<file path="src/rtl/imem_uart_loader_pkg.sv">
// Shared types and default framing constants for the UART instruction-memory loader.
package imem_uart_loader_pkg;

  typedef enum logic [2:0] {
    ST_IDLE,
    ST_LEN0,
    ST_LEN1,
    ST_DATA,
    ST_CSUM,
    ST_RESP
  } state_e;

  localparam logic [7:0] SYNC_BYTE_DEF = 8'hA5;
  localparam logic [7:0] ACK_BYTE_DEF  = 8'h06;
  localparam logic [7:0] NAK_BYTE_DEF  = 8'h15;

  // Bytes arrive least-significant first, so each new byte enters at the top.
  function automatic logic [31:0] pack_le(input logic [31:0] word, input logic [7:0] b);
    return {b, word[31:8]};
  endfunction

endpackage

</file>
<file path="src/rtl/imem_uart_loader_timeout.sv">
// Inter-byte idle timer: reloads on every accepted byte, flags expiry after TIMEOUT_CYC idle clocks.
module imem_uart_loader_timeout #(
  parameter int unsigned TIMEOUT_CYC = 5_000_000
) (
  input  logic clk,
  input  logic rst,
  input  logic load,
  input  logic run,
  output logic expire
);

  localparam int unsigned CNT_W = $clog2(TIMEOUT_CYC + 1);

  logic [CNT_W-1:0] cnt_q, cnt_d;

  always_comb begin
    cnt_d = cnt_q;
    if (load) begin
      cnt_d = CNT_W'(TIMEOUT_CYC);
    end else if (!run) begin
      cnt_d = '0;
    end else if (cnt_q != '0) begin
      cnt_d = cnt_q - CNT_W'(1);
    end
  end

  // Count of 1 means this edge is the TIMEOUT_CYC-th idle clock since the last byte.
  assign expire = run && (cnt_q == CNT_W'(1));

  always_ff @(posedge clk) begin
    if (!rst) begin
      cnt_q <= '0;
    end else begin
      cnt_q <= cnt_d;
    end
  end

endmodule

</file>
<file path="src/rtl/imem_uart_loader.sv">
// Receives a framed program image over UART, writes it to instruction memory and
// keeps the core in reset until a checksummed image has been fully loaded.
module imem_uart_loader
  import imem_uart_loader_pkg::*;
#(
  parameter int unsigned ADDR_W      = 10,
  parameter int unsigned MAX_WORDS   = 1024,
  parameter int unsigned TIMEOUT_CYC = 5_000_000,
  parameter logic [7:0]  SYNC_BYTE   = SYNC_BYTE_DEF,
  parameter logic [7:0]  ACK_BYTE    = ACK_BYTE_DEF,
  parameter logic [7:0]  NAK_BYTE    = NAK_BYTE_DEF
) (
  input  logic              clk,
  input  logic              rst,
  input  logic [7:0]        rx_data,
  input  logic              rx_valid,
  input  logic              tx_ready,
  output logic [7:0]        tx_data,
  output logic              tx_valid,
  output logic              imem_we,
  output logic [ADDR_W-1:0] imem_addr,
  output logic [31:0]       imem_wdata,
  output logic              cpu_hold,
  output logic              load_done,
  output logic              load_err
);

  state_e              state_q, state_d;
  logic [15:0]         len_q, len_d;
  logic [31:0]         word_q, word_d;
  logic [1:0]          byte_cnt_q, byte_cnt_d;
  logic [ADDR_W-1:0]   word_idx_q, word_idx_d;
  logic [7:0]          csum_q, csum_d;
  logic                resp_ack_q, resp_ack_d;
  logic [7:0]          tx_data_q, tx_data_d;
  logic                tx_valid_q, tx_valid_d;
  logic                imem_we_q, imem_we_d;
  logic [ADDR_W-1:0]   imem_addr_q, imem_addr_d;
  logic [31:0]         imem_wdata_q, imem_wdata_d;
  logic                cpu_hold_q, cpu_hold_d;
  logic                load_done_q, load_done_d;
  logic                load_err_q, load_err_d;

  logic active;
  logic is_sync;
  logic tmr_load;
  logic tmr_expire;
  logic timeout;
  logic len_bad;
  logic last_word;
  logic resp_go;
  logic resp_ack;
  logic [31:0] packed_word;

  assign active    = (state_q == ST_LEN0) || (state_q == ST_LEN1) ||
                     (state_q == ST_DATA) || (state_q == ST_CSUM);
  assign is_sync   = rx_valid && (rx_data == SYNC_BYTE);
  assign tmr_load  = rx_valid && (active || ((state_q == ST_IDLE) && is_sync));
  // A byte arriving on the expiry edge wins over the timeout.
  assign timeout   = active && tmr_expire && !rx_valid;
  assign len_bad   = (len_q == 16'd0) || (32'(len_q) > MAX_WORDS);
  assign last_word = (32'(word_idx_q) + 32'd1) == 32'(len_q);
  assign packed_word = pack_le(word_q, rx_data);

  imem_uart_loader_timeout #(
    .TIMEOUT_CYC (TIMEOUT_CYC)
  ) u_timeout (
    .clk    (clk),
    .rst    (rst),
    .load   (tmr_load),
    .run    (active),
    .expire (tmr_expire)
  );

  always_comb begin
    state_d      = state_q;
    len_d        = len_q;
    word_d       = word_q;
    byte_cnt_d   = byte_cnt_q;
    word_idx_d   = word_idx_q;
    csum_d       = csum_q;
    resp_ack_d   = resp_ack_q;
    tx_data_d    = tx_data_q;
    tx_valid_d   = tx_valid_q;
    imem_we_d    = 1'b0;
    imem_addr_d  = imem_addr_q;
    imem_wdata_d = imem_wdata_q;
    cpu_hold_d   = cpu_hold_q;
    load_done_d  = load_done_q;
    load_err_d   = load_err_q;
    resp_go      = 1'b0;
    resp_ack     = 1'b0;

    case (state_q)
      ST_IDLE: begin
        if (is_sync) begin
          state_d     = ST_LEN0;
          cpu_hold_d  = 1'b1;
          load_done_d = 1'b0;
          load_err_d  = 1'b0;
          len_d       = '0;
          word_d      = '0;
          byte_cnt_d  = '0;
          word_idx_d  = '0;
          csum_d      = '0;
        end
      end

      ST_LEN0: begin
        if (rx_valid) begin
          len_d[7:0] = rx_data;
          csum_d     = csum_q ^ rx_data;
          state_d    = ST_LEN1;
        end else if (timeout) begin
          resp_go = 1'b1;
        end
      end

      ST_LEN1: begin
        if (rx_valid) begin
          len_d[15:8] = rx_data;
          csum_d      = csum_q ^ rx_data;
          state_d     = ST_DATA;
        end else if (timeout) begin
          resp_go = 1'b1;
        end
      end

      ST_DATA: begin
        if (len_bad) begin
          resp_go = 1'b1;
        end else if (rx_valid) begin
          word_d     = packed_word;
          csum_d     = csum_q ^ rx_data;
          byte_cnt_d = byte_cnt_q + 2'd1;
          if (byte_cnt_q == 2'd3) begin
            imem_we_d    = 1'b1;
            imem_addr_d  = word_idx_q;
            imem_wdata_d = packed_word;
            word_idx_d   = word_idx_q + ADDR_W'(1);
            if (last_word) begin
              state_d = ST_CSUM;
            end
          end
        end else if (timeout) begin
          resp_go = 1'b1;
        end
      end

      ST_CSUM: begin
        if (rx_valid) begin
          resp_go  = 1'b1;
          resp_ack = (rx_data == csum_q);
        end else if (timeout) begin
          resp_go = 1'b1;
        end
      end

      ST_RESP: begin
        if (tx_ready) begin
          tx_valid_d = 1'b0;
          state_d    = ST_IDLE;
          if (resp_ack_q) begin
            load_done_d = 1'b1;
            cpu_hold_d  = 1'b0;
          end else begin
            load_err_d = 1'b1;
          end
        end
      end

      default: state_d = ST_IDLE;
    endcase

    if (resp_go) begin
      state_d    = ST_RESP;
      resp_ack_d = resp_ack;
      tx_valid_d = 1'b1;
      tx_data_d  = resp_ack ? ACK_BYTE : NAK_BYTE;
    end
  end

  always_ff @(posedge clk) begin
    if (!rst) begin
      state_q      <= ST_IDLE;
      len_q        <= '0;
      word_q       <= '0;
      byte_cnt_q   <= '0;
      word_idx_q   <= '0;
      csum_q       <= '0;
      resp_ack_q   <= 1'b0;
      tx_data_q    <= '0;
      tx_valid_q   <= 1'b0;
      imem_we_q    <= 1'b0;
      imem_addr_q  <= '0;
      imem_wdata_q <= '0;
      cpu_hold_q   <= 1'b1;
      load_done_q  <= 1'b0;
      load_err_q   <= 1'b0;
    end else begin
      state_q      <= state_d;
      len_q        <= len_d;
      word_q       <= word_d;
      byte_cnt_q   <= byte_cnt_d;
      word_idx_q   <= word_idx_d;
      csum_q       <= csum_d;
      resp_ack_q   <= resp_ack_d;
      tx_data_q    <= tx_data_d;
      tx_valid_q   <= tx_valid_d;
      imem_we_q    <= imem_we_d;
      imem_addr_q  <= imem_addr_d;
      imem_wdata_q <= imem_wdata_d;
      cpu_hold_q   <= cpu_hold_d;
      load_done_q  <= load_done_d;
      load_err_q   <= load_err_d;
    end
  end

  assign tx_data    = tx_data_q;
  assign tx_valid   = tx_valid_q;
  assign imem_we    = imem_we_q;
  assign imem_addr  = imem_addr_q;
  assign imem_wdata = imem_wdata_q;
  assign cpu_hold   = cpu_hold_q;
  assign load_done  = load_done_q;
  assign load_err   = load_err_q;

endmodule

</file>
<file path="config.mk">
export PLATFORM = sky130hd
export DESIGN_NAME = imem_uart_loader
export DESIGN_NICKNAME = d
export VERILOG_FILES = /design/src/rtl/imem_uart_loader_pkg.sv /design/src/rtl/imem_uart_loader_timeout.sv /design/src/rtl/imem_uart_loader.sv
export SDC_FILE = /design/constraint.sdc
export NUM_CORES = 1
export LEC_CHECK = 0
export ABC_AREA = 1
export BUFFER_PORTS_ARGS = -buffer_cell sky130_fd_sc_hd__buf_4
export CAP_MARGIN = 20
export CORE_MARGIN = 3
export CORE_UTILIZATION = 37
export CTS_CLUSTER_SIZE = 12
export DETAILED_ROUTE_END_ITERATION = 8
export PLACE_DENSITY_LB_ADDON = 0.12
export RECOVER_POWER = 25
export SLEW_MARGIN = 20
export SYNTH_ARGS = -nofsm -noshare
export SYNTH_HDL_FRONTEND = slang
export SYNTH_SLANG_ARGS = --single-unit
</file>
<file path="constraint.sdc">
create_clock -name clk -period 2.6 [get_ports clk]
set_input_delay 0.39 -clock clk [delete_from_list [all_inputs] [get_ports clk]]
set_output_delay 0.39 -clock clk [all_outputs]
set_load 0.02 [all_outputs]
</file>
Word-level counts from Yosys, hierarchy flattened:

Index checks and enable logic that the tools add are counted.

* register bits: 150
* latch bits: 0
* memory bits (writable): 0
* bits in read-only memories: 0
* input bits: 12
* output and inout bits: 55
* word-level logic and storage cells: 155
* memories: 0

* $add $sub $neg: 4
* multipliers: 0
* div/mod/pow operators: 0
* magnitude comparators: 1
* eq/ne operators: 30
* shift-type cells: 0
* mux-type cells: 57
* bitwise gates (word level): 7
* reductions and logical operators: 37

Operators with widths (count)
* $mux W32: 3
* $mux W23: 3
* $pmux W32 S2: 1
* $mux W10: 4
* $mux W8: 4
* $pmux W8 S2: 2
* $mux W3: 9
* $pmux W8 S3: 1
* $eq A23 B1 Y1 const B: 1
* $reduce_bool A23 Y1: 1
* $sub A23 B1 Y23 const B: 1
* $ne A3 B3 Y1 const B: 7
* $ne A2 B2 Y1 const B: 10
* $pmux W10 S2: 1
* $mux W1: 18
* $pmux W3 S6: 1
* $reduce_and A9 Y1: 2
* $eq A11 B16 Y1: 1
* $gt A16 B11 Y1 const B: 1
* $logic_not A16 Y1: 1
* $mux W16: 1
* $reduce_and A4 Y1: 4
* $reduce_bool A2 Y1: 6
* $add A10 B1 Y11 const B: 1
* 29 further kinds: 52

Depth between registers and ports, before layout:

Gate-level depths: netlist of run 1.

* depth in word-level cells: 13
* mapped depth: 15
* depth with buffers taken out: 15

By module:

From an unflattened synthesis of run 1, not the netlist that was laid out.

* cells, all modules: 890
* area, all modules: 6389.9 sq um

By module, submodules not included
* imem_uart_loader: times used 1, cells an instance 694, area each 5067.4 sq um, seq. area each 2262.2 sq um
* imem_uart_loader_timeout: times used 1, cells an instance 196, area each 1322.5 sq um, seq. area each 460.4 sq um

Worst setup path before layout of run 1:

No wires, ideal clock.

* path kind: reg2reg
* start: register u_timeout.cnt_q[0]
* end: register u_timeout.cnt_q[21]
* data arrival time: 1893 ps
* required time: 2481 ps
* path slack: 587 ps
* stages on the path, launching flop included: 15
* path buffers: 1
* cells stage by stage: dfxtp_1 > inv_1 > ha_1 > inv_1 > or2_0 > nor2_1 > nand2_1 > or2_1 > buf_2 > nand2_1 > nor2_1 > nand4_1 > nor2_1 > o21ai_0 > a21oi_1

* word-level cells in the longest chain between the ends: 1
* elaborated cells on any way between the ends: 2
* those cells by class: add/sub (1); reduce/logical (1)

RTL lines
* start: declaration: RTL line imem_uart_loader_timeout.sv:14 `logic [CNT_W-1:0] cnt_q, cnt_d;`
* start signal: assignment: RTL line imem_uart_loader_timeout.sv:34 `cnt_q <= cnt_d;`
* $sub A23 B1 Y23 or $reduce_bool A23 Y1 (tied branches): RTL line imem_uart_loader_timeout.sv:23, imem_uart_loader_timeout.sv:22

Several ways; a longest one is shown, not always the timed one.
A chain may end at the register's enable or synchronous reset.

Worst setup path in the final report of run 1:

* start: register state_q[0]
* end: register imem_wdata_q[4], in the netlist imem_wdata[4]

* word-level cells in the longest chain between the ends: 2

RTL lines
* start: declaration: RTL line imem_uart_loader.sv:28 `state_e state_q, state_d;`
* start signal: assignment: RTL line imem_uart_loader.sv:201 `state_q <= state_d;`
* $eq A3 B2 Y1: RTL line imem_uart_loader.sv:94 `case (state_q)`
* $reduce_and A4 Y1 (no line)
* end signal: assignment: RTL line imem_uart_loader.sv:212 `imem_wdata_q <= imem_wdata_d;`
* end: declaration: RTL line imem_uart_loader.sv:39 `logic [31:0] imem_wdata_q, imem_wdata_d;`

No other way between the ends.

==> results.txt, run 1 <==
The run finished with clean final reports. The largest fanout on the critical path came out at 26. The count of maximum capacitance violations came out at 0. After detailed routing, the average wire length per cell comes to 14.1 microns.

The slew at the pin closest to its max-slew limit came out at 0.786 ns. Walking the worst path, the cells encountered are inv_1 > nor3_4 > nand3_1 > inv_2 > nand3_2 > buf_4 > o21ai_0 > a21oi_1. The path class of the tightest hold or removal check is in -> reg. The number of instances in the synthesized netlist is 858. The maximum number of buffers from clock root to sink came out at 2. The number of cells on the worst hold path is 3. The worst-case reg-to-reg path depth came out at 8. The post-synthesis average cell area is 7.25 sq um. The count of antenna diodes in the layout is 0. The final critical path takes up 84.0% of the cycle. The number of filler cells placed in the layout came out at 1719. The signed area change from the synthesized netlist to the final layout came out at 17.8%. The floorplan die area is 0.0184 sq mm. Setup repair after global routing left no endpoint under its margin.

After clock tree synthesis, the repair step resized 0 gates. Setup slack on the worst reg-to-reg path comes out at 0.42 ns. The time the worst path needs with I/O delays and setup is 2.18 ns. Summed over all layers, the routed wires come to 16100 microns. The number of setup buffers added after CTS is 0. The H-tree depth came out at 4. The DRC marker count from the first detailed-route iteration came out at 316. The commonest register cell after synthesis is sky130_fd_sc_hd__dfxtp_1. The final-report hold violation count is 0. Routability-driven placement finished with a final weighted congestion of 0.853. The number of iterations in the first detailed-routing pass is 5.

The number of sinks driven by the clock tree is 136. The overall die width came out at 136 microns. The number of warning messages in the yosys log came out at 0.

The path with the worst hold slack has its endpoint at load_err. The number of setup violations in the final report came out at 0. The clock skew came out at 0.00807 ns. Counting flops with a built-in enable in the synthesized netlist gives 0.

The synthesized design contains 136 register bits. STA classifies the critical path endpoint as a flop. The flip-flop and latch area came out at 0.00272 sq mm. The internal power of the cells came out at 0.00497 W. The die outline height is 136 microns. The number of standard-cell rows in the floorplan came out at 46. The final critical-path setup slack is 0.417 ns. Sequential cells burn 32.1% of the power.

In the layout the commonest cells are sky130_fd_sc_hd__inv_1 (139), sky130_fd_sc_hd__dfxtp_1 (136), sky130_fd_sc_hd__a21oi_1 (121), sky130_fd_sc_hd__nand2_1 (110), sky130_fd_sc_hd__nor2_1 (81). The number of I/O pins is 67. The cell area after layout came out at 0.00733 sq mm. The antenna violation net count after detailed routing came out at 0. The end of the worst register-to-register path is imem_wdata[4]. Data on the critical path is required at its endpoint by 2.90 ns. The effective utilization at floorplan is 38.5%. The residual DRC count came out at 0. The total number of vias came out at 5542.

Net switching is 38.4% of the power. The clock group share of total power is 29.7%. TritonCTS built the clock tree.

The fraction of synthesis flops using an asynchronous set or reset pin is 0%. For this run, the total global-route usage over all layers was measured as 17.7%. For the final routed database, the setup TNS stands at 0 ns.

After the last flow step, the layout net total stands at 930. The worst setup path is of the reg -> reg kind. The worst slack on hold paths is 0.278 ns.

The register area share after synthesis is 43.7%. The clock edge transition at the registers on the reported setup and hold paths came out at 0.06 ns. After legalization and detailed placement, the total HPWL measured 11100 microns.

The worst-path cell with the longest stage delay is sky130_fd_sc_hd__dfxtp_1. The reg-to-reg startpoint is state_q[0]. The clock insertion delay at the later pin of the skew report came out at 0.42 ns. The cell family contributing the most delay on the critical path is simple AND/OR/NAND/NOR gates. The most common cell after layout, fill and taps aside is sky130_fd_sc_hd__inv_1. Clock tree synthesis selected as its root buffer the cell sky130_fd_sc_hd__clkbuf_16. The power per unit of standard cell area is 1100 mW/mm^2. The synthesized cell area came out at 0.00622 sq mm.

The maximum vdd ir drop is 0.000612 V. The largest stage delay on the critical path is 0.37 ns. The number of different library cells in the post-synthesis netlist came out at 40. Entering global routing, the biggest net connects 71 pins.

The worst slew slack as a fraction of its limit came out at 47.6%. The first global-routing pass estimated 25900 microns of wire. Counting buffers and inverters, the worst setup path is 8 cells deep. The total overflow reported by the global router came out at 0. In this run the static leakage power is 2.90 nW. Of the cells placed in the final design, the portion with a size suffix greater than 1 is 7.78%. Static timing analysis puts the maximum clock frequency at 0.458 GHz. The vias per cell is 4.85. The placed standard-cell area is 0.00690 sq mm.

The reported net switching power came out at 0.00310 W. The initial antenna violation count was 0. The CTS buffer count came out at 17. The core footprint came out at 0.0162 sq mm.

Data arrives at the worst endpoint at 2.48 ns. In the final layout, the multi-input gates occupy 0.00279 sq mm. STA classifies the critical path startpoint as a flop. The number of input and output port buffers inserted came out at 62. The count of hold-fix buffers inserted at cts came out at 0.

The sum of buffers and inverters on the critical path came out at 3. The startpoint of the most critical hold path is tx_ready. The number of slew-limit violations in the final report is 0. Before CTS, the worst setup slack after placement is 0.263 ns. The combinational fraction of design power is 38.3%. The number of global-route vias before repair is 5019.
-- cell usage after synthesis, types with 2 or more instances --
cell type                  number  area share (%)
sky130_fd_sc_hd__nand2_1      110             6.6
sky130_fd_sc_hd__xor2_1         6            0.84
sky130_fd_sc_hd__buf_2         10            0.80
sky130_fd_sc_hd__o21ai_1        2            0.16
sky130_fd_sc_hd__clkbuf_1      26             1.6
sky130_fd_sc_hd__buf_4          6            0.72
sky130_fd_sc_hd__o21ai_0       60             4.8
sky130_fd_sc_hd__nand4_1       19             1.9
sky130_fd_sc_hd__a22oi_1        3            0.36
sky130_fd_sc_hd__a32oi_1        2            0.28
sky130_fd_sc_hd__nand3_1       34             2.7
sky130_fd_sc_hd__dfxtp_1      136              44
sky130_fd_sc_hd__nor2_1        81             4.9
sky130_fd_sc_hd__ha_1           4            0.80
sky130_fd_sc_hd__nor3_1        14             1.1
sky130_fd_sc_hd__a211oi_1      39             4.7
sky130_fd_sc_hd__nor3_2         2            0.32
sky130_fd_sc_hd__inv_2          3            0.18
sky130_fd_sc_hd__o21a_1         3            0.36
sky130_fd_sc_hd__a21oi_1      121             9.7
sky130_fd_sc_hd__inv_1        139             8.4
sky130_fd_sc_hd__or3_1          8            0.80
sky130_fd_sc_hd__xnor2_1       13             1.8
-- how the worst max path moves through the flow --
stage / from / endpoint / slack (ns)
final: state_q[0] / imem_wdata[4] / 0.42
after global routing: word_idx_q[0] / state_q[2] / 0.15
after CTS: u_timeout.cnt_q[0] / u_timeout.cnt_q[21] / 0.32
after detailed placement: rx_data[0] / len_q[15] / 0.26
after global placement: rx_data[0] / len_q[15] / 0.28
after floorplan: u_timeout.cnt_q[0] / u_timeout.cnt_q[21] / 0.59
-- cell families (layout without fill, tap and decap cells) --
family,Yosys count,count (layout),share of synthesized area (%)
buffers and inverters,186,251,11.9
DFF,136,136,43.7
xor gates and xnor gates,19,19,2.67
AOI/OAI and AO/OA,235,235,21.2
adders and majority gates,4,4,0.804
other,1,4,0.0602
and+or+nand+nor,277,277,19.7
-- through the flow --
stage               power (W)  std cells  util (%)
CTS                   0.00811       1140      46.3
global placement      0.00572       1109      42.7
detailed placement    0.00569       1109      42.7
floorplan             0.00502        861         -
finish                0.00807       1142      45.3
global route          0.00867       1142      45.3
-- per-layer routing --
layer	vias to the layer above	wire length, microns	track usage, %
met5	-	0	0
met4	0	182	5.54
met3	16	792	3.38
met2	117	6950	26.7
met1	2484	8130	25.7
li1	2925	-	-
-- sequential cells by signal (all words and copies together) (netlist names) --
register         cells
u_timeout.cnt_q     23
imem_we              1
imem_addr           10
csum_q               8
cpu_hold             1
len_q               16
state_q              3
word_idx_q          10
load_done            1
tx_valid             1
byte_cnt_q           2
imem_wdata          32
word_q              24
load_err             1
tx_data              3
-- area by class of cell --
cell class	instances	area share [%]
Clock buffer	21	6.42
Clock inverter	10	1.62
Inverter	143	7.32
Multi-Input combinational cell	539	38.0
Sequential cell	136	37.1
Tap cell	216	3.69
Timing Repair Buffer	77	5.84
-- worst register-to-register path, stage by stage, from the launching register on --
cell	delay, ns
sky130_fd_sc_hd__dfxtp_1	0.37
sky130_fd_sc_hd__inv_1	0.12
sky130_fd_sc_hd__nor3_4	0.36
sky130_fd_sc_hd__nand3_1	0.31
sky130_fd_sc_hd__inv_2	0.19
sky130_fd_sc_hd__nand3_2	0.14
sky130_fd_sc_hd__buf_4	0.25
sky130_fd_sc_hd__o21ai_0	0.28
sky130_fd_sc_hd__a21oi_1	0.06
-- power by group through the flow --
stage	Combinational [W]	Clock (W)	Sequential, W
2_1_floorplan	0.00244	0	0.00258
3_3_place_gp	0.00309	0	0.00263
3_5_place_dp	0.00307	0	0.00263
4_1_cts	0.00308	0.00245	0.00259
5_1_grt	0.00352	0.00253	0.00262
6_report	0.00309	0.00240	0.00259
No activity file was read; power rests on OpenSTA's default activity.
==> inputs of run 2 (changes only) <==
--- a/config.mk
+++ b/config.mk
@@ -5,7 +5,7 @@
 export SDC_FILE = /design/constraint.sdc
 export NUM_CORES = 1
 export LEC_CHECK = 0
-export ABC_AREA = 1
+export ABC_AREA = 0
 export BUFFER_PORTS_ARGS = -buffer_cell sky130_fd_sc_hd__buf_4
 export CAP_MARGIN = 20
 export CORE_MARGIN = 3
==> constraint.sdc (replaced) <==
create_clock -name clk -period 1.9 [get_ports clk]
set_input_delay 0.285 -clock clk [delete_from_list [all_inputs] [get_ports clk]]
set_output_delay 0.285 -clock clk [all_outputs]
set_load 0.02 [all_outputs]
==> run 2 against run 1 <==
The flow now finishes with violations (setup timing). Maximum frequency up 11%. Critical endpoint is now state_q[1]. Largest power group is now the clock network. Sequential power up 10%. Area after synthesis down 2.5%. Non-clock buffer count up 108. Critical path depth down 1. Flip-flop and latch count unchanged. Worst setup slack worse by 0.48 ns. Clock skew about the same. Wire length up 15%. Clock power up 38%. Combinational power down 93%.
==> results.txt, run 2 <==
The initial antenna violation count came out at 0 (unchanged). The clock insertion delay at the later pin of the skew report is 0.42 ns (about the same). The post-synthesis average cell area was 8.29 sq um (+14%). The most common cell in the netlist is sky130_fd_sc_hd__nand2_1. The number of flops mapped to enable cells by yosys is 0 (unchanged). The switching part of the total came to 24.5% (-14 points). The start-to-end type of the worst setup path is reg -> reg. The effective utilization at floorplan came out at 38.1% (-0.43 points). The largest fanout on the critical path was 8 (-69%). The clock tree root buffer cell is sky130_fd_sc_hd__clkbuf_16. The maximum clock rate came out at 0.510 GHz (+11%). The CTS buffer count is 17 (unchanged). The number of filler cells placed in the layout came out at 1514 (-12%).

The clock group share of total power was 52.1% (+22 points). The reported net switching power came out at 0.00156 W (-50%). The library cell used most frequently in the layout, excluding fill and tap cells, is sky130_fd_sc_hd__buf_4. The final weighted congestion in routability-driven placement came out at 0.873 (+2.4%). The number of global-route vias before repair came to 5605 (+12%). The startpoint type of the worst setup path is a flop. The top cell types in the final layout, fill and taps aside, are sky130_fd_sc_hd__buf_4 (145), sky130_fd_sc_hd__nand2_1 (137), sky130_fd_sc_hd__dfxtp_1 (126), sky130_fd_sc_hd__a21oi_1 (74), sky130_fd_sc_hd__nor2_1 (43).

The fraction of synthesis flops using an asynchronous set or reset pin is 0% (unchanged). The overall die width was 134 microns (-1.2%). The final-stage net count is 903 (-2.9%). The tightest min-delay check is of the in -> reg type. The post-detailed-route wirelength per cell came to 16.5 microns (+18%). The number of input and output port buffers inserted came out at 62 (unchanged).

The final-report hold violation count came to 0 (unchanged). The detailed placer's ending HPWL is 12800 microns (+15%). The maximum number of buffers from clock root to sink came out at 2 (unchanged).

The time the worst path needs with I/O delays and setup was 1.96 ns (-0.222 ns). The power per unit of standard cell area came out at 739 mW/mm^2 (-33%). The residual DRC count came out at 0 (unchanged).

The number of sinks driven by the clock tree is 136 (unchanged). The worst slew slack as a fraction of its limit came out at 63.5% (+16 points). The count of antenna diodes in the layout came out at 0 (unchanged). The count of maximum capacitance violations is 0 (unchanged). The slew at the pin closest to its max-slew limit came to 0.547 ns (-0.239 ns). The maximum vdd ir drop came to 0.000547 V (-11%). The critical path required time came to 2.27 ns (-0.63 ns). Walking the worst path, the cells encountered are buf_12 > nor4_4 > a311oi_2 > o21ai_4 > a221o_1 > nor4_1 > o21a_1. The final wirelength came out at 18500 microns (+15%). The arrival time reported for the critical path endpoint came to 2.33 ns (-0.15 ns). The multi-input combinational cell area is 0.00350 sq mm (+26%). The register area share after synthesis came out at 44.9% (+1.1 points). The final critical-path setup slack is -0.0609 ns (-0.478 ns). The run finished, with violations left. The synthesized cell area came to 0.00607 sq mm (-2.5%). The combinational fraction of design power came to 3.2% (-35 points). The flip-flop and latch area is 0.00274 sq mm (+0.74%). The cell area after layout is 0.00862 sq mm (+18%). The internal power of the cells is 0.00481 W (-3.3%). The number of standard cells in the final layout excluding fillers was 1116 (-2.3%). The power share of the sequential group came to 44.7% (+13 points). The overall global routing resource usage is 20.0% (+2.3 points).

The overall power consumption came out at 0.00637 W (-21%). The count of hold-fix buffers inserted at cts came to 0 (unchanged). TritonCTS built the clock tree. For this run, the leading register cell type out of synthesis is sky130_fd_sc_hd__dfxtp_1. The die outline height is 134 microns (-1.2%). The largest total area in the synthesized netlist belongs to sky130_fd_sc_hd__dfxtp_1. The DRC marker count from the first detailed-route iteration was 338 (+7.0%).

The top-area cell type share of the netlist area is 44.9% (+1.1 points). The number of standard-cell rows in the floorplan came to 46 (unchanged). The number of register bits inferred by synthesis came out at 136 (unchanged). The largest stage delay on the critical path came out at 0.40 ns (+0.03 ns). The worst slack on hold paths came out at 0.171 ns (-0.108 ns).

Setup repair after global routing could not meet its margin everywhere. The clock skew was 0.00769 ns (-0.000371 ns). The clock edge transition at the registers on the reported setup and hold paths is 0.06 ns (about the same).

The total overflow reported by the global router is 0 (unchanged). The total number of vias came out at 5925 (+6.9%). The number of iterations in the first detailed-routing pass came out at 5 (unchanged).

Relative to the synthesized area, the layout overhead comes to 42.1%. For this design, the slowest cell found on the critical path is sky130_fd_sc_hd__a221o_1. The fraction of layout instances using a drive strength above 1 is 31.9% (+24 points).

The final reports fail on setup timing. By count the netlist is led by sky130_fd_sc_hd__nand2_1 (139), sky130_fd_sc_hd__dfxtp_1 (136), sky130_fd_sc_hd__a21oi_1 (85), sky130_fd_sc_hd__nor2_1 (48), sky130_fd_sc_hd__clkbuf_1 (41). STA classifies the critical path endpoint as a flop. The number of instances in the synthesized netlist came out at 732 (-15%). The number of setup violations in the final report came out at 81 (+81). The number of slew-limit violations in the final report came out at 0 (unchanged). The setup TNS came out at -2.65 ns (-2.65 ns). The vias per cell came out at 5.31 (+9.4%). The pin count of the biggest net entering global routing came to 49 (-31%). The number of warning messages in the yosys log is 0 (unchanged). The antenna violation net count after detailed routing is 0 (unchanged). Ranked by total cell area, the synthesized netlist is headed by sky130_fd_sc_hd__dfxtp_1 (45%), sky130_fd_sc_hd__nand2_1 (8.6%), sky130_fd_sc_hd__a21oi_1 (7.0%).

The number of different library cells in the post-synthesis netlist is 66 (+65%). The total leakage power is 3.34 nW (+15%). The number of I/O pins is 67 (unchanged). The first-pass GRT wire length came out at 29000 microns (+12%). The total instance count after detailed placement is 1076 (-3.0%). The placed standard-cell area is 0.00753 sq mm (+9.0%). The core footprint is 0.0159 sq mm (-1.4%).

The H-tree depth is 4 (unchanged). The flip-flop count of the largest register after layout is 32 (unchanged). The floorplan die area came out at 0.0180 sq mm (-2.4%).

The post-route fraction of the period consumed by the critical path is 103% (+19 points).
==> run 2: cells by family (layout without fill, tap and decap cells) <==
logic type | after synthesis | after routing | synth area share (%)
and+or+nand+nor | 301 | 301 | 23.5
AOI/OAI and AO/OA | 180 | 180 | 19.6
DFF | 136 | 136 | 44.9
buffers and inverters | 71 | 236 | 5.18
xor gates and xnor gates | 35 | 35 | 5.30
adders and majority gates | 4 | 4 | 0.825
muxes | 4 | 4 | 0.680
other | 1 | 4 | 0.0618
==> run 2: final timing paths <==
kind / slack, ns / cells past startpoint / end / start
max: -0.06 / 7 / state_q[1] / len_q[7]
min reg2reg: 0.45 / 2 / imem_wdata[12] / imem_wdata[12]
min: 0.17 / 3 / word_idx_q[4] / rst
max reg2reg: -0.06 / 7 / state_q[1] / len_q[7]
==> run 2: repair_timing <==
| action | 4_1_cts | 5_1_grt |
|---|---|---|
| setup endpoints to repair | 104 | 118 |
| pin swaps | 20 | 26 |
| setup buffers | 5 | 3 |
| gates resized for setup | 54 | 67 |
| cloned | 1 | 1 |
==> run 2: per-stage QoR <==
step                setup slack (ns)  util, %
CTS                          -0.0290     52.5
detailed placement            -0.306     47.2
finish                       -0.0609     54.1
global route                  -0.173     54.1
global placement              -0.276     47.2
floorplan                     -0.172        -
==> run 2: power by group through the flow <==
stage                     registers [W]  logic (W)  clock network [W]
final                           0.00285   0.000202            0.00332
after global routing            0.00285   0.000216            0.00353
after CTS                       0.00285   0.000192            0.00338
after detailed placement        0.00292   0.000188                  0
after global placement          0.00292   0.000186                  0
after floorplan                 0.00292  0.0000957                  0
==> run 2: area by class of cell <==
class,count,area share [%]
Clock buffer,18,5.09
Clock inverter,14,1.77
Inverter,19,0.827
Multi-Input combinational cell,528,40.6
Sequential cell,136,31.8
Tap cell,216,3.13
Timing Repair Buffer,185,16.8
==> run 2: routing by layer <==
metal | vias up | wire length [microns] | global-route usage, % | part of all wire, %
li1 | 2897 | - | - | -
met1 | 2876 | 8730 | 27.7 | 47
met2 | 132 | 8680 | 31.6 | 47
met3 | 20 | 793 | 3.94 | 4.3
met4 | 0 | 262 | 6.56 | 1.4
met5 | - | 0 | 0 | 0
==> run 2: worst max-delay path: cells and delay by family (launching register included) <==
family                 cells  cell delay [ns]
AOI/OAI and AO/OA          4             1.12
and+or+nand+nor            2             0.31
buffers and inverters      1             0.10
DFF                        1             0.37
==> inputs of run 3 (changes only) <==
==> constraint.sdc (replaced) <==
create_clock -name clk -period 1.9 [get_ports clk]
set_input_delay 0.38 -clock clk [delete_from_list [all_inputs] [get_ports clk]]
set_output_delay 0.38 -clock clk [all_outputs]
set_load 0.02 [all_outputs]
==> run 3 against run 2 <==
The run still ends with setup timing left. Global-route usage is essentially flat. Combinational power up 8%. Highest routed layer unchanged. Sequential power hardly changed. Largest power group unchanged. Clock skew rose by 0.0031 ns.
==> results.txt, run 3 (synthesis gave the netlist of run 2 again) <==
The total number of vias came out at 6081 (+2.6%). The global routing met1 resource utilization was 26.7% (-0.98 points). The number of iterations in the first detailed-routing pass came out at 4 (-1). STA classifies the critical path startpoint as a flop.

The number of global-route vias before repair is 5825 (+3.9%). The path class of the tightest hold or removal check is in -> reg. The number of input and output port buffers inserted came to 62 (unchanged). The tree is rooted in a sky130_fd_sc_hd__clkbuf_16.

The met2 global-route usage came out at 32.3% (+0.76 points). The kind of end point of the critical path is a flop. The power per unit of standard cell area came out at 715 mW/mm^2 (-3.2%).

In the layout the commonest cells are sky130_fd_sc_hd__buf_4 (146), sky130_fd_sc_hd__dfxtp_1 (125), sky130_fd_sc_hd__nand2_1 (101), sky130_fd_sc_hd__a21oi_1 (54), sky130_fd_sc_hd__nor2_1 (43). The die outline height came to 134 microns (unchanged). The core footprint came to 0.0159 sq mm (unchanged). The worst slew slack as a fraction of its limit came out at 57.6% (-5.9 points). The detailed placer's ending HPWL is 12700 microns (-0.54%). The residual DRC count came out at 0 (unchanged). The slew at the pin closest to its max-slew limit is 0.634 ns (+0.0865 ns). The final wirelength came out at 19400 microns (+4.9%). The final-stage net count came out at 921 (+2.0%).

The arrival time reported for the critical path endpoint came out at 2.36 ns (+0.03 ns). The number of standard-cell rows in the floorplan is 46 (unchanged). The number of standard cells in the final layout excluding fillers is 1134 (+1.6%). The effective utilization at floorplan is 38.1% (unchanged). Setup repair after global routing could not meet its margin everywhere. The final weighted congestion in routability-driven placement came out at 0.845 (-3.3%). The fraction of layout instances using a drive strength above 1 is 39.0% (+7.1 points). The pin count of the biggest net entering global routing is 40 (-18%).

The flip-flop count of the largest register after layout was 32 (unchanged). The cell area after layout is 0.00918 sq mm (+6.4%). The clock edge transition at the registers on the reported setup and hold paths came out at 0.07 ns (about the same). The critical path required time was 2.26 ns (about the same). The checks that failed: setup timing. The worst setup path is of the reg -> reg kind. The total instance count after detailed placement came out at 1077 (+0.093%). The final critical-path setup slack came out at -0.101 ns (-0.0396 ns). The overall die width came out at 134 microns (unchanged).

The library cell used most frequently in the layout, excluding fill and tap cells, is sky130_fd_sc_hd__buf_4. The CTS tree is done. The H-tree depth is 4 (unchanged). The initial antenna violation count came out at 0 (unchanged). The count of hold-fix buffers inserted at cts came to 0 (unchanged). The signed area change from the synthesized netlist to the final layout is 51.2%. The utilization after layout came out at 57.6% (+3.5 points). The maximum vdd ir drop came out at 0.000603 V (+10%). met2 is the most crowded layer. The antenna violation net count after detailed routing came to 0 (unchanged). The number of sinks driven by the clock tree was 136 (unchanged).

The minimum setup slack after placement came out at -0.399 ns (-0.0925 ns). The total leakage power is 3.56 nW (+6.5%). The floorplan die area is 0.0180 sq mm (unchanged). The count of antenna diodes in the layout came out at 0 (unchanged). The first-pass GRT wire length is 29300 microns (+0.83%). The CTS buffer count is 17 (unchanged).

The placed standard-cell area is 0.00760 sq mm (+1.0%). The maximum number of buffers from clock root to sink is 2 (unchanged). The clock skew came to 0.0108 ns (+0.00313 ns). The number of slew-limit violations in the final report is 0 (unchanged). The post-route fraction of the period consumed by the critical path came out at 105% (+2.1 points). The total overflow reported by the global router is 0 (unchanged).

The worst slack on hold paths is 0.262 ns (+0.0912 ns). The time the worst path needs with I/O delays and setup came out at 2.00 ns (+0.0396 ns). The run finished, with violations left. The overall global routing resource usage came out at 20.0% (about the same). The met3 usage is 3.90% (-0.038 points). The number of I/O pins came out at 67 (unchanged).

The largest fanout on the critical path is 6 (-2). The vias per cell is 5.36 (+1.0%). The final-report hold violation count is 0 (unchanged). The count of maximum capacitance violations came out at 0 (unchanged). The number of setup violations in the final report came out at 80 (-1.2%). The number of filler cells placed in the layout came to 1412 (-6.7%). The clock insertion delay at the later pin of the skew report came out at 0.43 ns (about the same). The DRC marker count from the first detailed-route iteration is 338 (unchanged). The maximum clock rate is 0.500 GHz (-2.0%). The post-detailed-route wirelength per cell came out at 17.1 microns (+3.2%).
[run 3: worst paths after layout]
path	to	slack, ns	cells past startpoint	from
hold / removal	state_q[0]	0.26	2	rst
setup / recovery	imem_wdata[4]	-0.10	8	len_q[2]
setup reg to reg	imem_wdata[4]	-0.10	8	len_q[2]
hold reg to reg	imem_addr[0]	0.45	2	imem_addr[0]
[run 3: metal layers]
metal | up-vias | routed length [microns] | part of all wire, %
li1 | 2934 | - | -
met1 | 2974 | 8900 | 46
met2 | 141 | 9270 | 48
met3 | 32 | 843 | 4.4
met4 | 0 | 357 | 1.8
met5 | - | 0 | 0
[run 3: critical path: stages, from the launching register on]
cell and delay, ns:
sky130_fd_sc_hd__dfxtp_2 0.34, sky130_fd_sc_hd__nor4_4 0.32, sky130_fd_sc_hd__a311oi_2 0.19, sky130_fd_sc_hd__o211ai_1 0.39
sky130_fd_sc_hd__buf_4 0.25, sky130_fd_sc_hd__buf_12 0.13, sky130_fd_sc_hd__buf_16 0.12, sky130_fd_sc_hd__nand2_1 0.07
sky130_fd_sc_hd__a21oi_2 0.12
[run 3: timing repair]
| action | 4_1_cts | 5_1_grt |
|---|---|---|
| setup buffers | 6 | 8 |
| pin swaps | 18 | 59 |
| gates resized for setup | 39 | 133 |
| gates cloned | 2 | 10 |
| setup endpoints to repair | 94 | 115 |
[run 3: final cells by class]
type                            instances  area, sq um  share of cell area [%]
Timing Repair Buffer                  203         1770                    19.3
Multi-Input combinational cell        528         3700                    40.3
Inverter                               19         71.3                   0.777
Sequential cell                       136         2740                    29.9
Clock buffer                           17          425                    4.64
Tap cell                              216          270                    2.94
Clock inverter                         15          195                    2.13
[run 3: report_power, final]
group,leakage (nW),internal [W],switching (W)
clock,0.304,0.00202,0.00148
combinational,2.15,0.0000806,0.000138
sequential,1.10,0.00285,0.000000880
total,3.56,0.00494,0.00162
[run 3: per-stage QoR]
stage               setup TNS [ns]  power [W]
finish                       -2.64    0.00656
global route                 -7.79    0.00678
CTS                         -0.534    0.00660
detailed placement          -25.30    0.00311
global placement            -23.84    0.00311
floorplan                    -7.03    0.00301
